--- src/rtl/digit_frame_rx.sv ---
// Receiver/decoder for the 5-bit digit frame stream: edge-locked bit timing, MSB-first sampling, gap check.
// Define MAJORITY_VOTE_EN to take a 3-sample majority at each sample point (decode shifts +1 clk).
module digit_frame_rx #(
  parameter int BAUD_DIV = 500000,
  parameter int CNT_W    = $clog2(BAUD_DIV)
) (
  input  logic       clk,
  input  logic       rst_n,
  input  logic       rx,
  output logic [4:0] data_out,
  output logic       data_valid,
  output logic       idle_sym,
  output logic       code_err,
  output logic       frame_err,
  output logic       busy
);

  localparam logic [CNT_W-1:0] HALF_LOAD = CNT_W'(BAUD_DIV / 2 - 1);
  localparam logic [CNT_W-1:0] FULL_LOAD = CNT_W'(BAUD_DIV - 1);
  localparam logic [4:0]       FILL_CODE = 5'b11100;

  typedef enum logic [1:0] {IDLE, START, DATA, GAP} state_t;

  state_t           state_reg, state_next;
  logic             rx_meta_reg, rx_s, rx_d;
  logic [CNT_W-1:0] cnt_reg;
  logic [4:0]       shreg_reg;
  logic [1:0]       idx_reg;
  logic             start_edge;
  logic             cnt_zero;
  logic             tick;
  logic             bit_val;
  logic [4:0]       lut;
  logic             valid_next, idle_next, cerr_next, ferr_next;

  // {hit, digit} for the code table; hit=0 for anything outside the ten digits.
  function automatic logic [4:0] code_lookup(input logic [4:0] code);
    logic [4:0] r;
    r = 5'b0_0000;
    case (code)
      5'b10000: r = 5'b1_0000;
      5'b10001: r = 5'b1_0001;
      5'b10011: r = 5'b1_0010;
      5'b10010: r = 5'b1_0011;
      5'b10110: r = 5'b1_0100;
      5'b10111: r = 5'b1_0101;
      5'b10101: r = 5'b1_0110;
      5'b10100: r = 5'b1_0111;
      5'b11000: r = 5'b1_1000;
      5'b11001: r = 5'b1_1001;
      default:  r = 5'b0_0000;
    endcase
    return r;
  endfunction

  always_ff @(posedge clk or negedge rst_n) begin
    if (!rst_n) begin
      rx_meta_reg <= 1'b0;
      rx_s        <= 1'b0;
      rx_d        <= 1'b0;
    end else begin
      rx_meta_reg <= rx;
      rx_s        <= rx_meta_reg;
      rx_d        <= rx_s;
    end
  end

  assign start_edge = rx_s & ~rx_d;
  assign cnt_zero   = (cnt_reg == '0);

`ifdef MAJORITY_VOTE_EN
  logic vote_pend_reg, s_m1_reg, s_0_reg;

  // Samples at counter 1 and 0 are held; the third is the live rx_s one clk later.
  always_ff @(posedge clk or negedge rst_n) begin
    if (!rst_n) begin
      vote_pend_reg <= 1'b0;
      s_m1_reg      <= 1'b0;
      s_0_reg       <= 1'b0;
    end else begin
      vote_pend_reg <= (state_reg != IDLE) && cnt_zero;
      if ((state_reg != IDLE) && (cnt_reg == CNT_W'(1)))
        s_m1_reg <= rx_s;
      if ((state_reg != IDLE) && cnt_zero)
        s_0_reg <= rx_s;
    end
  end

  assign tick    = vote_pend_reg;
  assign bit_val = (s_m1_reg & s_0_reg) | (s_m1_reg & rx_s) | (s_0_reg & rx_s);
`else
  assign tick    = (state_reg != IDLE) && cnt_zero;
  assign bit_val = rx_s;
`endif

  // Bit timer free-runs through START/DATA/GAP; reload happens at nominal expiry either way.
  always_ff @(posedge clk or negedge rst_n) begin
    if (!rst_n) begin
      cnt_reg <= '0;
    end else if (state_reg == IDLE) begin
      if (start_edge)
        cnt_reg <= HALF_LOAD;
    end else if (cnt_zero) begin
      cnt_reg <= FULL_LOAD;
    end else begin
      cnt_reg <= cnt_reg - CNT_W'(1);
    end
  end

  always_ff @(posedge clk or negedge rst_n) begin
    if (!rst_n)
      state_reg <= IDLE;
    else
      state_reg <= state_next;
  end

  always_comb begin
    state_next = state_reg;
    case (state_reg)
      IDLE:  if (start_edge) state_next = START;
      START: if (tick) state_next = bit_val ? DATA : IDLE;
      DATA:  if (tick && (idx_reg == 2'd0)) state_next = GAP;
      GAP:   if (tick) state_next = IDLE;
      default: state_next = IDLE;
    endcase
  end

  always_ff @(posedge clk or negedge rst_n) begin
    if (!rst_n) begin
      shreg_reg <= '0;
      idx_reg   <= '0;
    end else if (tick) begin
      if ((state_reg == START) && bit_val) begin
        shreg_reg <= 5'b10000;
        idx_reg   <= 2'd3;
      end else if (state_reg == DATA) begin
        shreg_reg[idx_reg] <= bit_val;
        idx_reg            <= idx_reg - 2'd1;
      end
    end
  end

  // Frame result, one pulse per accepted frame, gap error taking precedence.
  always_comb begin
    busy       = (state_reg != IDLE);
    lut        = code_lookup(shreg_reg);
    valid_next = 1'b0;
    idle_next  = 1'b0;
    cerr_next  = 1'b0;
    ferr_next  = 1'b0;
    if ((state_reg == GAP) && tick) begin
      if (bit_val)
        ferr_next = 1'b1;
      else if (lut[4])
        valid_next = 1'b1;
      else if (shreg_reg == FILL_CODE)
        idle_next = 1'b1;
      else
        cerr_next = 1'b1;
    end
  end

  always_ff @(posedge clk or negedge rst_n) begin
    if (!rst_n) begin
      data_out   <= '0;
      data_valid <= 1'b0;
      idle_sym   <= 1'b0;
      code_err   <= 1'b0;
      frame_err  <= 1'b0;
    end else begin
      data_valid <= valid_next;
      idle_sym   <= idle_next;
      code_err   <= cerr_next;
      frame_err  <= ferr_next;
      if (valid_next)
        data_out <= {1'b0, lut[3:0]};
    end
  end

endmodule
--- config.mk ---
export PLATFORM = sky130hd
export DESIGN_NAME = digit_frame_rx
export DESIGN_NICKNAME = d
export VERILOG_FILES = /design/src/rtl/digit_frame_rx.sv
export SDC_FILE = /design/constraint.sdc
export NUM_CORES = 1
export LEC_CHECK = 0
export CORE_MARGIN = 5
export CORE_UTILIZATION = 45
export DETAILED_ROUTE_END_ITERATION = 16
export DONT_BUFFER_PORTS = 1
export PLACE_DENSITY_LB_ADDON = 0.08
export SLEW_MARGIN = 20
export SYNTH_ARGS = -nofsm -noshare
export SYNTH_HDL_FRONTEND = slang
export SYNTH_SLANG_ARGS = --single-unit
--- constraint.sdc ---
create_clock -name clk -period 3.8 [get_ports clk]
set_clock_uncertainty 0.1 [all_clocks]
set_input_delay 0.57 -clock clk [delete_from_list [all_inputs] [get_ports clk]]
set_output_delay 0.57 -clock clk [all_outputs]
set_load 0.02 [all_outputs]
Word level (Yosys, flattened, before mapping)
Memories as Yosys holds them, arrays and structs flattened.
Index checks and enable logic that the tools add are counted.

word-level totals
  register bits = 39
  memories = 1
  word-level logic and storage cells = 68
  bits in read-only memories = 160
  latch bits = 0
  RAM bits = 0
  output and inout bits = 10

memories
  memory            words  width  read ports  clocked after Yosys merged registers in  write ports  line  RTL
  (name not given)  32     5      1           0                                        0            40    case (code)

operators by class
  reductions and logical operators = 12
  bitwise gates (word level) = 2
  equal/unequal tests = 8
  shifts and indexed selects = 0
  multiplexer cells = 29
  $add $sub $neg = 2
  divide/modulo/power cells = 0
  order comparisons = 2
  multipliers = 0

operators with widths
  cell                   count
  $mux 19                3
  $logic_not 19->1       1
  $sub 19x1->19 const B  1
  $mux 1                 14
  $mux 2                 7
  $mux 5                 2
  $ne 2x2->1 const B     4
  $pmux 2 s4             1
  $bwmux 5               1
  $eq 5x5->1 const B     1
  $logic_and 1x1->1      5
  $eq 2x2->1 const B     2
  $logic_not 2->1        2
  $lt 2x4->1 const B     1
  $reduce_and 4->1       1
  $reduce_bool 2->1      2
  $demux 1 s2            1
  $eq 2x1->1 const B     1
  $ge 2x1->1 const B     1
  $reduce_and 2->1       1
  $sub 2x1->2 const B    1
  $and 1x1->1            1
  $not 1->1              1

Depth between registers and ports, before layout
Gate-level depths: netlist (run 1).

  word-level depth = 7
  gate-level depth with buffers = 8
  depth with buffers taken out = 6

Worst setup path after synthesis (run 1)
Ideal clock, no wire load.

  path kind = reg-to-reg
  from = register cnt_reg[0]
  to = register shreg_reg[1]
  library setup time = 123 ps
  arrival time = 2240 ps
  clock period less this slack = 2463 ps
  required time = 3577 ps
  setup slack = 1337 ps
  cell stages (with the launch flop) = 8
  cells stage by stage = dfrtp_1 inv_1 ha_1 or4b_2 buf_2 or2_2 or4_1 o221a_2

between the ends
  word-level cells in the longest chain between the ends = 3

ends and longest elaborated chain
  item                             line  RTL
  from (decl)                      26    logic [CNT_W-1:0] cnt_reg;
  from (signal assigned)           106   cnt_reg <= cnt_reg - CNT_W'(1);
  $logic_not 19->1                 69    assign cnt_zero = (cnt_reg == '0);
  $logic_and 1x1->1                92    assign tick = (state_reg != IDLE) && cnt_zero;
  $reduce_and 2->1 (no line)       --
  to (signal, indexed assignment)  137   shreg_reg[idx_reg] <= bit_val;
  to (decl)                        27    logic [4:0] shreg_reg;

Every way passes these cells.
A chain may end at the register's enable or synchronous reset.

Worst setup path in the final report (run 1)
  from = register cnt_reg[0]
  to = register cnt_reg[5]

between the ends
  word-level cells in the longest chain between the ends = 3
  elaborated cells on any way between the ends = 4
  those cells by class = add/sub (1); mux (2); reduce/logical (1)

ends and longest elaborated chain
  item                                               line     RTL
  $sub 19x1->19 or $logic_not 19->1 (tied branches)  106, 69
  $mux 19 *                                          103      end else if (cnt_zero) begin
  $mux 19 *                                          100      end else if (state_reg == IDLE) begin

Mark *: on every way between the ends. The rest lies on a longest branch, timed or not.

==> flow_summary.ini, run 1 <==
[cells_and_area]
post-route-util_pct = 50.1
drive_above_1_share_pct = 10.4
final_common_cell = dfrtp_1
antennaDiodeCount = 0
stdcell_area_um2 = 2370
area_delta_synth_final_pct = 8.30
nets = 241
largest_reg_flops = 19
layout_common_cells = 39 x dfrtp_1, 12 x nor2_1, 12 x nand3_1

[floorplanning]
coreArea_um2 = 4720
initial_utilization_pct = 46.3
fp.dieW_um = 79.7
die_area_um2 = 6350
dieHeight_um = 79.7
io_pins = 13
rows = 25

[route]
drt-pass1-iter-count = 4
avgRoutedWirePerCell_um = 19.1
routed_via_density = 6.16
drc_errors = 0
final_antenna_net_count = 0
first_iter_violations = 194
drt-total-wl_mm = 5.68
vias = 1829

[worst_setup_path]
path_max_fanout = 10
crit_type = flop to flop
required_ns = 3.87
endpoint_kind = flop
critPathArrivalTime_ns = 2.79
cp-start-kind = flop

[logic_synthesis]
syn-cell-area_um2 = 2180
synth.area.top_cells = dfrtp_1 45%, ha_1 5.2%, or4_1 3.1%, nand3_1 2.7%, o21ai_0 2.5%
synth.top_cell.area_share_pct = 44.7
synth_warnings = 0
synth_edf_count = 0
synth_cells = 227
synth-seq-cells = 39
synth_nets = 239
async_flop_share_pct = 100
synth.avg_cell_area_um2 = 9.62
yosysTopAreaCell = dfrtp_1
ys.flop_type = dfrtp_1
ys_seq_area_share_pct = 44.7
synth.distinct_cells = 56

[clock_tree]
cts_tree = done
cts_buffers = 5
root_buffer = clkbuf_8
clk_pin_slew_worst_paths_ns = 0.07
clockBufferDepth = 2
h-tree-depth = 2
clk_latency_ns = 0.29
clock_sinks = 39

[timing]
worst_slack_ns = 1.09
fmaxAchievable_mhz = 368
hold_viol = 0
slew_headroom_pct = 50.9
hold_slack_ns = 0.0253
tightest_slew_ns = 0.735
setup_violations = 0
min_period_ns = 2.71
fin_crit_sh_pct = 71.4
slew_viol_final = 0
tns_ns = 0
rsz0062_at_grt = no

[run]
drv_cap = 0

[global_route]
antenna_found_initial = 0
gr-total-overflow = 0
grtUsageTotal_pct = 19.5
grt_pass1_wl_mm = 9.28
grt_pass1_vias = 1852
grt_max_degree = 40

[placement]
portBuffers = 0
post-place-ws_ns = 1.10
placed_area_um2 = 2260
gp_congestion = 0.883
dpl.hpwl_mm = 4.06

[pwr]
p_leak_nw = 0.944
powerDensity_nw_per_um2 = 463
vdd_drop_max_mv = 0.325

[status]
status = complete, no violations

[worst_hold_path]
hp-class = input pin to asynchronous set/reset pin
-- critical path: stages (launching register included) --
cell and delay (ns):
dfrtp_1 0.42, inv_1 0.10, ha_1 0.14, or4b_2 0.71, nor2_2 0.45, a21oi_1 0.32
a221o_1 0.36
-- logic make-up (layout without fill, tap and decap cells) --
group	after synthesis	after routing	share of synthesized area [%]
buffers and inverters	23	26	4.41
xor gates and xnor gates	2	2	0.802
adders and majority gates	9	9	5.15
other	1	1	0.172
AOI/OAI and AO/OA	58	58	19.1
and+or+nand+nor	92	92	24.3
muxes	3	3	1.43
DFF	39	39	44.7
-- cells in the mapped netlist (2+ instances only) --
cell,count
mux2i_1,2
nand3_1,12
dfrtp_1,39
nor3_1,10
inv_1,11
nand2b_1,5
xor2_1,2
clkbuf_1,6
a21oi_1,10
a41oi_1,2
a22oi_1,2
nand4b_1,2
nand2_1,8
nor3b_1,4
or4_1,9
o211ai_1,2
or3_1,6
a31oi_1,2
o31a_1,2
a221o_1,2
nor2b_1,3
ha_1,9
nand4_1,3
o22a_1,2
o21ai_0,11
o32a_1,2
a22o_1,3
nor4_1,6
buf_2,5
or2_2,5
nor2_1,12
a211oi_1,3
o31ai_1,2
-- metal layers --
metal  vias up  GRT usage (%)  share of wire (%)
met5         -              0                  0
met4         0           8.42                1.5
met3         9           3.95                5.5
met2        54           32.6                 52
met1       896           24.2                 41
li1        870              -                  -
-- where the power goes --
group | switching (mW) | internal (mW)
combinational | 0.139 | 0.111
clock | 0.138 | 0.129
sequential | 0.0921 | 0.486
-- final cells by class --
class                           count  area, um^2
Clock buffer                        7        76.3
Clock inverter                      1        5.00
Tap cell                           67        83.8
Inverter                           11        41.3
Timing Repair Buffer                7        65.1
Sequential cell                    39         976
Fill cell                         443        2360
Multi-Input combinational cell    165        1120
-- timing repair --
item | 4_1_cts | 5_1_grt
setup buffers | 0 | 0
setup endpoints to repair | 0 | 0
resized for setup | 0 | 0
hold endpoints to repair | 39 | 0
hold buffers | 1 | 0
-- final timing paths --
check	depth (start not counted)	slack, ns	start	end
max	6	1.09	cnt_reg[0]	cnt_reg[5]
max reg2reg	6	1.09	cnt_reg[0]	cnt_reg[5]
min in group clk	0	0.21	rx	rx_meta_reg
max in group asynchronous	1	3.39	rst_n	cnt_reg[1]
min reg2reg	0	0.26	rx_meta_reg	bit_val
min	1	0.03	rst_n	cnt_reg[13]
-- stage by stage --
stage / cells / total power, mW
2_1_floorplan: 227 / 0.747
5_1_grt: 297 / 1.18
3_3_place_gp: 288 / 0.811
6_report: 297 / 1.10
4_1_cts: 297 / 1.10
3_5_place_dp: 288 / 0.822
No activity file was read; power rests on OpenSTA's default activity.
==> inputs of run 2 (changes only) <==
==> constraint.sdc (replaced) <==
create_clock -name clk -period 2.8 [get_ports clk]
set_clock_uncertainty 0.1 [all_clocks]
set_input_delay 0.42 -clock clk [delete_from_list [all_inputs] [get_ports clk]]
set_output_delay 0.42 -clock clk [all_outputs]
set_load 0.02 [all_outputs]
==> run 2 against run 1 <==
Non-clock buffer count up 5; worst hold slack better by 0.023 ns; largest cell class unchanged; global-route usage down 1.3 points; total power up 45%; sequential power up 36%; sequential cell count unchanged.
==> flow_summary.ini, run 2 (synthesis results as in run 1) <==
[pwr]
p_clk_share_pct = 28.8
p_comb_share_pct = 21.8
p_int_mw = 1.08
p_sw_mw = 0.508
seqPwrFrac_pct = 49.5
p_leak_nw = 0.979
vdd_drop_max_mv = 0.331
powerDensity_nw_per_um2 = 650
power_switching_share_pct = 32.0
power_mw = 1.59

[worst_hold_path]
hold_depth = 0
hold_end = rx_meta_reg
hp-start = rx
hp-class = input pin to flop

[route]
final_antenna_net_count = 0
met3_length_um = 278
avgRoutedWirePerCell_um = 17.9
wl_met2_mm = 2.67
highest_layer = met4
routed_via_density = 6.12
drc_errors = 0
drt-total-wl_mm = 5.39
met1Wirelength_mm = 2.38
first_iter_violations = 116
drt-pass1-iter-count = 4
vias = 1842

[clock_tree]
postCtsSetupBuffers = 0
cts_tree = done
h-tree-depth = 2
cts_buffers = 5
clock_sinks = 39
cts-resized-gates = 0
clockBufferDepth = 2
clk_latency_ns = 0.30
root_buffer = clkbuf_8
clk_pin_slew_worst_paths_ns = 0.07

[cells_and_area]
largest_reg_flops = 19
layout_common_cells = 39 x dfrtp_1, 12 x nor2_1, 12 x nand3_1
seq_area_um2 = 976
fillers = 454
antennaDiodeCount = 0
multi_input_area_um2 = 1120
post-route-util_pct = 51.7
nets = 246
final_common_cell = dfrtp_1
drive_above_1_share_pct = 12.0
stdcell_area_um2 = 2440
area_delta_synth_final_pct = 11.7

[global_route]
antenna_found_initial = 0
grtUsageTotal_pct = 18.2
gr-total-overflow = 0
grt_max_degree = 40
grt_pass1_vias = 1767
grt_pass1_wl_mm = 8.81

[floorplanning]
initial_utilization_pct = 46.3
dieHeight_um = 79.7
die_area_um2 = 6350
io_pins = 13
fp.dieW_um = 79.7
rows = 25
coreArea_um2 = 4720

[timing]
setup_violations = 0
min_period_ns = 2.58
fin_crit_sh_pct = 92.1
hold_slack_ns = 0.0481
tns_ns = 0
rsz0062_at_grt = no
tightest_slew_ns = 0.578
slew_headroom_pct = 61.1
hold_viol = 0
fmaxAchievable_mhz = 388
slew_viol_final = 0

[worst_setup_path]
cp-start-kind = flop
r2r_cells = 4
endpoint_kind = flop
r2r-end = cnt_reg[13]
required_ns = 2.88
r2r-start = cnt_reg[4]
path_max_fanout = 9
crit_type = flop to flop
reg2reg_setup_slack_ns = 0.22
critPathArrivalTime_ns = 2.66

[placement]
gp_congestion = 0.891
placed_area_um2 = 2310
portBuffers = 0
dpl.hpwl_mm = 3.81

[run]
drv_cap = 0

[status]
status = complete, no violations
[run 2: worst max-delay path: stages, from the launching register on]
cell,delay [ns]
dfrtp_1,0.43
or4_1,0.68
or3_1,0.53
or4_1,0.44
a32o_1,0.27
[run 2: power groups by stage]
stage | sequential [mW] | combinational, mW | clock [mW]
2_1_floorplan | 0.757 | 0.256 | 0
3_3_place_gp | 0.788 | 0.314 | 0
3_5_place_dp | 0.793 | 0.328 | 0
4_1_cts | 0.783 | 0.346 | 0.466
5_1_grt | 0.804 | 0.387 | 0.492
6_report | 0.785 | 0.345 | 0.457
[run 2: final cells by class]
type / instances / share of cell area, %
tap: 67 / 3.44
inverter: 11 / 1.69
clock buffer: 6 / 2.97
clock inverter: 1 / 1.23
multi-input combinational: 165 / 45.8
timing repair buffer: 12 / 4.82
sequential: 39 / 40.0
[run 2: stage by stage]
step	instances	setup slack (ns)
after floorplan	227	0.337
after detailed placement	292	0.231
after CTS	301	0.225
after global placement	292	0.301
final	301	0.222
after global routing	301	0.127
[run 2: per-layer routing]
layer  track usage [%]  vias up
li1                  -      871
met1              23.6      910
met2              29.8       52
met3              3.72        9
met4              6.53        0
met5                 0        -
[run 2: worst max-delay path by stage]
stage / start / to / slack (ns)
2_1_floorplan: cnt_reg[0] / shreg_reg[1] / 0.34
3_3_place_gp: cnt_reg[0] / shreg_reg[1] / 0.30
3_5_place_dp: cnt_reg[0] / shreg_reg[1] / 0.23
4_1_cts: cnt_reg[0] / shreg_reg[1] / 0.22
5_1_grt: cnt_reg[1] / shreg_reg[1] / 0.13
6_report: cnt_reg[4] / cnt_reg[13] / 0.22
[run 2: what timing repair did]
item	in CTS	in global routing
setup endpoints to repair	0	0
endpoints found under the hold margin	39	0
hold buffers	2	0
==> inputs of run 3 (changes only) <==
--- a/config.mk
+++ b/config.mk
@@ -5,7 +5,7 @@
 export SDC_FILE = /design/constraint.sdc
 export NUM_CORES = 1
 export LEC_CHECK = 0
-export CORE_MARGIN = 5
+export CORE_MARGIN = 8
 export CORE_UTILIZATION = 45
 export DETAILED_ROUTE_END_ITERATION = 16
 export DONT_BUFFER_PORTS = 1
==> run 3 against run 2 <==
Critical path depth up 2; global-route usage down 3.2 points; total power decreased by 3.7%; sequential share of layout area rose by 0.48 points; clock power fell by 16%; count of clock-buffer cells in the layout unchanged; sequential cell count unchanged; first-iteration DRC count rose by 29%; cell count is 3.7% lower; largest power group unchanged.
==> flow_summary.ini, run 3 (synthesis results as in run 1) <==
[status]
status = complete, no violations

[worst_setup_path]
critPathArrivalTime_ns = 2.63
endpoint_kind = flop
crit_type = flop to flop
cp-start-kind = flop
reg2reg_setup_slack_ns = 0.25
path_max_fanout = 11
required_ns = 2.88

[floorplanning]
coreArea_um2 = 4690
initial_utilization_pct = 46.6
dieHeight_um = 85.7
rows = 25
die_area_um2 = 7340
io_pins = 13
fp.dieW_um = 85.7

[clock_tree]
clock_sinks = 39
clk_latency_ns = 0.29
cts-resized-gates = 0
root_buffer = clkbuf_8
postCtsSetupBuffers = 0
cts_tree = done
holdBufCountCts = 2
clk_pin_slew_worst_paths_ns = 0.07
clockBufferDepth = 2
h-tree-depth = 2
cts_buffers = 5

[cells_and_area]
nets = 248
stdcell_area_um2 = 2410
drive_above_1_share_pct = 13.1
layout_common_cells = 39 x dfrtp_1, 12 x nor2_1, 12 x nand3_1, 12 x buf_4
area_delta_synth_final_pct = 10.4
antennaDiodeCount = 0
final_common_cell = dfrtp_1
largest_reg_flops = 19

[route]
routed_via_density = 6.38
drt-pass1-iter-count = 4
first_iter_violations = 150
vias = 1849
final_antenna_net_count = 0
drt-total-wl_mm = 5.33
avgRoutedWirePerCell_um = 18.4
drc_errors = 0

[global_route]
grt_pass1_vias = 1718
grt_pass1_wl_mm = 8.69
grt_max_degree = 40
grtUsageTotal_pct = 15.0
gr-total-overflow = 0
antenna_found_initial = 0

[timing]
rsz0062_at_grt = no
tightest_slew_ns = 0.575
fin_crit_sh_pct = 91.2
min_period_ns = 2.55
slew_viol_final = 0
setup_violations = 0
hold_viol = 0
hold_slack_ns = 0.0532
slew_headroom_pct = 61.4
fmaxAchievable_mhz = 392
tns_ns = 0

[placement]
portBuffers = 0
dpl.hpwl_mm = 3.87
placed_area_um2 = 2290
gp_congestion = 0.855

[pwr]
vdd_drop_max_mv = 0.387
p_leak_nw = 0.983
powerDensity_nw_per_um2 = 634

[worst_hold_path]
hp-class = input pin to flop

[run]
drv_cap = 0
[run 3: path summary, 6_finish.rpt]
| check | depth (start not counted) | to | start |
|---|---|---|---|
| max in group asynchronous | 2 | cnt_reg[12] | rst_n |
| hold reg to reg | 0 | bit_val | rx_meta_reg |
| setup reg to reg | 6 | shreg_reg[1] | cnt_reg[0] |
| min in group asynchronous | 2 | cnt_reg[10] | rst_n |
| hold / removal | 0 | rx_meta_reg | rx |
| setup / recovery | 6 | shreg_reg[1] | cnt_reg[0] |
[run 3: critical path, stage by stage (launching register included)]
cell	delay, ns
dfrtp_1	0.41
inv_1	0.10
ha_1	0.14
or4b_2	0.60
or2_2	0.40
or4_1	0.42
o221a_2	0.27
[run 3: cell type report]
cell class              instances  area, um^2
clock inverters                 1        5.00
clock buffers                   6        82.6
multi-input cells             165        1120
inverters                      11        41.3
fillers                       456        2280
flip-flops and latches         39         976
well taps                      54        67.6
repair buffers                 14         120
[run 3: metrics by stage]
step	worst slack (ns)	cells	util (%)	power [mW]
finish	0.248	290	51.4	1.53
detailed placement	0.259	281	48.9	1.13
floorplan	0.337	227	-	1.01
CTS	0.246	290	51.4	1.53
global placement	0.304	281	48.9	1.12
global route	0.0482	290	51.4	1.62
[run 3: per-layer routing]
metal | track usage, % | routed length [um]
met1 | 20.2 | 2510
met2 | 22.5 | 2380
met3 | 4.68 | 370
met4 | 4.30 | 72
met5 | 0 | 0
[run 3: where the power goes]
group	internal [mW]	switching (mW)	leakage, nW
registers	0.659	0.130	0.491
logic	0.164	0.189	0.445
clock network	0.193	0.192	0.0470
total	1.02	0.511	0.983
